File: config.mk
export PLATFORM = sky130hd
export DESIGN_NAME = psp_retire_monitor
export DESIGN_NICKNAME = d
export VERILOG_FILES = /design/src/rtl/psp_retire_monitor.sv
export SDC_FILE = /design/constraint.sdc
export NUM_CORES = 1
export LEC_CHECK = 0
export BUFFER_PORTS_ARGS = -buffer_cell sky130_fd_sc_hd__buf_2
export CAP_MARGIN = 20
export CELL_PAD_IN_SITES_DETAIL_PLACEMENT = 0
export CELL_PAD_IN_SITES_GLOBAL_PLACEMENT = 1
export CORE_ASPECT_RATIO = 0.6
export CORE_MARGIN = 2
export CORE_UTILIZATION = 35
export DETAILED_ROUTE_END_ITERATION = 8
export PLACE_DENSITY = 0.88
export RECOVER_POWER = 25
export SETUP_SLACK_MARGIN = 0.5
export SLEW_MARGIN = 20
export SYNTH_ARGS = -nofsm -noshare
export SYNTH_HDL_FRONTEND = slang
export SYNTH_SLANG_ARGS = --single-unit
export TNS_END_PERCENT = 20
File: constraint.sdc
create_clock -name clk -period 8.53 [get_ports clk]
set_input_delay 1.706 -clock clk [delete_from_list [all_inputs] [get_ports clk]]
set_output_delay 1.706 -clock clk [all_outputs]
set_load 0.1 [all_outputs]
File: src/rtl/psp_retire_monitor.sv
// Retirement tracker: numbers retired instructions, checks mask/PC/watchdog rules, latches first error.
// Optional build macro PSP_RETIRE_PCCHK_EN enables PC continuity checking (error 0x0001).
module psp_retire_monitor #(
  parameter int NRET      = 2,
  parameter int XLEN      = 32,
  parameter int ORDER_W   = 64,
  parameter int WDT_W     = 16,
  parameter int WDT_LIMIT = 1000
) (
  input  logic                    clk,
  input  logic                    reset,
  input  logic [NRET-1:0]         rvfi_valid,
  input  logic [NRET*XLEN-1:0]    rvfi_pc_rdata,
  input  logic [NRET*XLEN-1:0]    rvfi_pc_wdata,
  input  logic                    done_in,
  input  logic [15:0]             errcode_in,
  output logic [NRET*ORDER_W-1:0] ch_order,
  output logic [ORDER_W-1:0]      order_count,
  output logic [1:0]              state,
  output logic                    pass,
  output logic                    fail,
  output logic [15:0]             err_code,
  output logic [ORDER_W-1:0]      err_order
);

  localparam int CNT_W = $clog2(NRET + 1);

  typedef enum logic [1:0] {
    S_IDLE = 2'd0,
    S_RUN  = 2'd1,
    S_PASS = 2'd2,
    S_FAIL = 2'd3
  } state_t;

  state_t             r_state;
  logic [ORDER_W-1:0] r_order_count;
  logic [ORDER_W-1:0] r_err_order;
  logic [15:0]        r_err_code;
  logic [WDT_W-1:0]   r_wdt;

  logic               w_active;
  logic               w_any;
  logic               w_mask_ok;
  logic               w_gap;
  logic [CNT_W-1:0]   w_retire_cnt;
  logic               w_pc_err;
  logic               w_wdt_hit;
  logic [15:0]        w_err_code;
  logic               w_err;

  assign w_active = (r_state == S_IDLE) || (r_state == S_RUN);
  assign w_any    = |rvfi_valid;

  // A legal mask has no valid bit above a cleared one.
  always_comb begin
    // NOTE: every variable gets a default at the top of the block so no path leaves it unassigned (no latch).
    w_mask_ok    = 1'b1;
    w_gap        = 1'b0;
    w_retire_cnt = '0;
    for (int i = 0; i < NRET; i++) begin
      if (rvfi_valid[i]) begin
        if (w_gap) w_mask_ok = 1'b0;
        w_retire_cnt = w_retire_cnt + CNT_W'(1);
      end else begin
        w_gap = 1'b1;
      end
    end
  end

  always_comb begin
    ch_order = '0;
    for (int i = 0; i < NRET; i++) begin
      if (rvfi_valid[i]) ch_order[i*ORDER_W +: ORDER_W] = r_order_count + ORDER_W'(i);
    end
  end

`ifdef PSP_RETIRE_PCCHK_EN
  logic [XLEN-1:0] r_last_pc;
  logic            r_last_pc_valid;
  logic [XLEN-1:0] w_next_pc;

  always_comb begin
    w_pc_err  = 1'b0;
    w_next_pc = r_last_pc;
    if (rvfi_valid[0] && r_last_pc_valid && (rvfi_pc_rdata[XLEN-1:0] != r_last_pc))
      w_pc_err = 1'b1;
    for (int i = 1; i < NRET; i++) begin
      if (rvfi_valid[i] &&
          (rvfi_pc_rdata[i*XLEN +: XLEN] != rvfi_pc_wdata[(i-1)*XLEN +: XLEN]))
        w_pc_err = 1'b1;
    end
    for (int i = 0; i < NRET; i++) begin
      if (rvfi_valid[i]) w_next_pc = rvfi_pc_wdata[i*XLEN +: XLEN];
    end
  end

  always_ff @(posedge clk) begin
    if (reset) begin
      r_last_pc       <= '0;
      r_last_pc_valid <= 1'b0;
    end else if (w_active && w_any && !w_err) begin
      r_last_pc       <= w_next_pc;
      r_last_pc_valid <= 1'b1;
    end
  end
`else
  logic w_unused_pc;
  assign w_unused_pc = ^{rvfi_pc_rdata, rvfi_pc_wdata};
  assign w_pc_err    = 1'b0;
`endif

  assign w_wdt_hit = !w_any && (r_wdt == WDT_W'(WDT_LIMIT - 1));

  // External code outranks mask, then PC, then watchdog.
  always_comb begin
    w_err_code = 16'h0000;
    if (errcode_in != 16'h0000) w_err_code = errcode_in;
    else if (!w_mask_ok)        w_err_code = 16'h0003;
    else if (w_pc_err)          w_err_code = 16'h0001;
    else if (w_wdt_hit)         w_err_code = 16'h0002;
  end

  assign w_err = (w_err_code != 16'h0000);

  always_ff @(posedge clk) begin
    // NOTE: sequential state uses non-blocking assignments so every register samples pre-edge values.
    if (reset) begin
      r_state       <= S_IDLE;
      r_order_count <= '0;
      r_err_code    <= '0;
      r_err_order   <= '0;
      r_wdt         <= '0;
    end else if (w_active) begin
      if (w_err) begin
        r_state     <= S_FAIL;
        r_err_code  <= w_err_code;
        r_err_order <= r_order_count;
      end else begin
        r_order_count <= r_order_count + ORDER_W'(w_retire_cnt);
        r_wdt         <= w_any ? '0 : r_wdt + WDT_W'(1);
        if (done_in)    r_state <= S_PASS;
        else if (w_any) r_state <= S_RUN;
      end
    end
  end

  assign order_count = r_order_count;
  assign state       = r_state;
  assign pass        = (r_state == S_PASS);
  assign fail        = (r_state == S_FAIL);
  assign err_code    = r_err_code;
  assign err_order   = r_err_order;

endmodule

==> impl_metrics.tcl <==
set metrics [dict create \
    timing.final.crit_share_pct 66.6 \
    crit_slowest_cell "nor3_1" \
    total_power_mw 1.64 \
    post_cts_buffers 0 \
    drt_pre_antenna_iters 5 \
    worstSkewPairLatency_ns 0.45 \
    dieArea_sq_um 27500 \
    crit_arrival_ns 3.98 \
    critPathRequiredTime_ns 6.82 \
    critPathMaxFanout 13 \
    finalSetupViolCount 0 \
    start_kind "flip-flop" \
    ys_ff_latch 162 \
    r2r-start "order_count[0]" \
    slowest_delay_ns 0.71 \
    cts_tree "built" \
    placedCellCount 1792 \
    layout.cells.non_filler 1824 \
    via_per_inst 5.61 \
    path_cells "nand4_1, nor3_1, nand2_1, or4_1, a21oi_1, buf_2" \
    final_common_cell "nand2_1" \
    n_fill_cell 2666 \
    cts.clk_slew.worst_paths_ns 0.07 \
    cts_hold_buf 0 \
    ys_types 42 \
    drv_slew 0 \
    dp_hpwl_um 25000 \
    fp.dieH_um 129 \
    hold_start "err_order[52]" \
    slew_headroom_pct 20.2 \
    num_antenna_cells 0 \
    drt_iter0_drc 1167 \
    path_class "flip-flop to output port" \
    synthCells 1243 \
    syn_nets 1400 \
    synthArstFlopShare_pct 0 \
    portBuffers 296 \
    layout_common_cells "nand2_1, buf_2, dfxtp_1, a21oi_1, clkbuf_1" \
    grt_pass1_wl_um 53000 \
    utilization_pct 43.8 \
    cts-root-buf "clkbuf_16" \
    antenna_found_initial 1 \
    startpoint "order_count[15]" \
    p_leak_nw 3.99 \
    fin_worst_skew_ns 0.0126 \
    rsz0062_at_grt "false" \
    cts.sinks 162 \
    layout.nets 1616 \
    totalWireLength_um 35500 \
    gr-total-overflow 0 \
    hold_path_class "flip-flop to flip-flop" \
    gp_congestion 0.907 \
    grt_usage_pct 25.3 \
    drv_cap 0 \
    ir_drop_mv 0.121 \
    synth-main-ff-cell "dfxtp_1" \
    finalSetupTns_ns 0 \
    grt_max_degree 84 \
    synth_seq_area_share_pct 35.5 \
    io_pins 425 \
    avgRoutedWirePerCell_um 19.4 \
    coreArea_sq_um 25400 \
    holdWs_ns 0.454 \
    tightest_slew_ns 1.20 \
    num_rows 45 \
    area_growth_pct 21.9 \
    syn_area_sq_um 9140 \
    htree_levels 4 \
    drive_gt1_share_pct 17.7 \
    cts_resized 0 \
    cts_buffer_depth 2 \
    cts_made_buffers 17 \
    syn_avg_cell_area_sq_um 7.36 \
    powerDensity_nw_per_um2 147 \
    postRouteAntennaNets 0 \
    crit_path_end_kind "output port" \
    dr_total_vias 10200 \
    timing.fmax_mhz 176 \
    initial_utilization_pct 35.9 \
    status "completed" \
    yosysWarnings 0 \
    drc 0 \
    synth_edf_count 0 \
    hold_viol_final 0 \
    die_x_um 213 \
    fin_crit_ns 5.68 \
    grt_pass1_vias 8900 \
]
[state kept, by name (all words and copies together) (netlist names)]
name	count
err_code	16
err_order	64
order_count	64
r_wdt	16
state	2
[Yosys cell counts, types with 5 or more instances]
| cell type | instances | area share (%) |
|---|---|---|
| o21ai_0 | 46 | 2.5 |
| nand3_1 | 45 | 2.5 |
| clkbuf_1 | 72 | 3.0 |
| nor2_1 | 85 | 3.5 |
| or3_1 | 48 | 3.3 |
| or4_1 | 36 | 3.0 |
| nor4_1 | 25 | 1.7 |
| mux2_2 | 8 | 0.99 |
| o31ai_1 | 35 | 2.9 |
| and3_1 | 5 | 0.34 |
| nand2_1 | 204 | 8.4 |
| nor3_1 | 19 | 1.0 |
| buf_2 | 35 | 1.9 |
| dfxtp_1 | 162 | 35 |
| ha_1 | 7 | 0.96 |
| and4_1 | 9 | 0.86 |
| and2_1 | 65 | 4.4 |
| nand4_1 | 62 | 4.2 |
| nor2b_1 | 6 | 0.41 |
| nor4_2 | 7 | 0.96 |
| xor2_1 | 28 | 2.7 |
| a21oi_1 | 159 | 8.7 |
| inv_1 | 13 | 0.53 |
| xnor2_1 | 19 | 1.8 |
| or2_2 | 9 | 0.62 |
[critical path: cells and delay by family, from the launching register on]
kind / cells / cell delay [ns]
DFF: 1 / 0.63
buffers and inverters: 1 / 0.46
and+or+nand+nor: 4 / 2.27
AOI/OAI and AO/OA: 1 / 0.16
[cell type report]
type / instances / area [sq um] / area share [%]
Timing Repair Buffer: 308 / 1440 / 12.9
Clock buffer: 18 / 439 / 3.94
Clock inverter: 14 / 131 / 1.18
Multi-Input combinational cell: 956 / 5400 / 48.5
Tap cell: 352 / 440 / 3.95
Inverter: 14 / 52.6 / 0.472
Sequential cell: 162 / 3240 / 29.1
[metal layers]
metal / up-vias / global-route usage, % / wire length, um
li1: 4842 / - / -
met2: 513 / 37.5 / 15100
met1: 4813 / 35.7 / 16100
met4: 0 / 7.45 / 760
met3: 58 / 6.91 / 3520
met5: - / 0 / 0
[final timing paths]
kind                           to  slack [ns]  cells past startpoint
setup / recovery    ch_order[125]        2.85                      6
hold / removal      err_order[52]        0.45                      2
setup reg to reg  order_count[56]        4.94                      7
hold reg to reg     err_order[52]        0.45                      2
[kinds of logic (layout without fill, tap and decap cells)]
kind of cell               after synthesis  count (layout)  share of synthesized area, %
buffers and inverters                  125             354                          5.78
and+or+nand+nor                        638             638                          36.6
adders and majority gates                8               8                          1.18
xor gates and xnor gates                47              47                          4.50
DFF                                    162             162                          35.5
muxes                                   12              12                          1.42
AOI/OAI and AO/OA                      251             251                          15.1
[metrics by stage]
step	area, sq um	worst slack (ns)
detailed placement	10700	2.62
global route	11100	2.65
global placement	10700	2.69
CTS	11300	2.93
floorplan	9140	1.46
finish	11100	2.85
[where the power goes]
group | internal [mW] | switching (mW)
Sequential | 0.761 | 0.00360
Combinational | 0.0146 | 0.0925
Clock | 0.412 | 0.355
Total | 1.19 | 0.451
No activity file was read; power rests on OpenSTA's default activity.
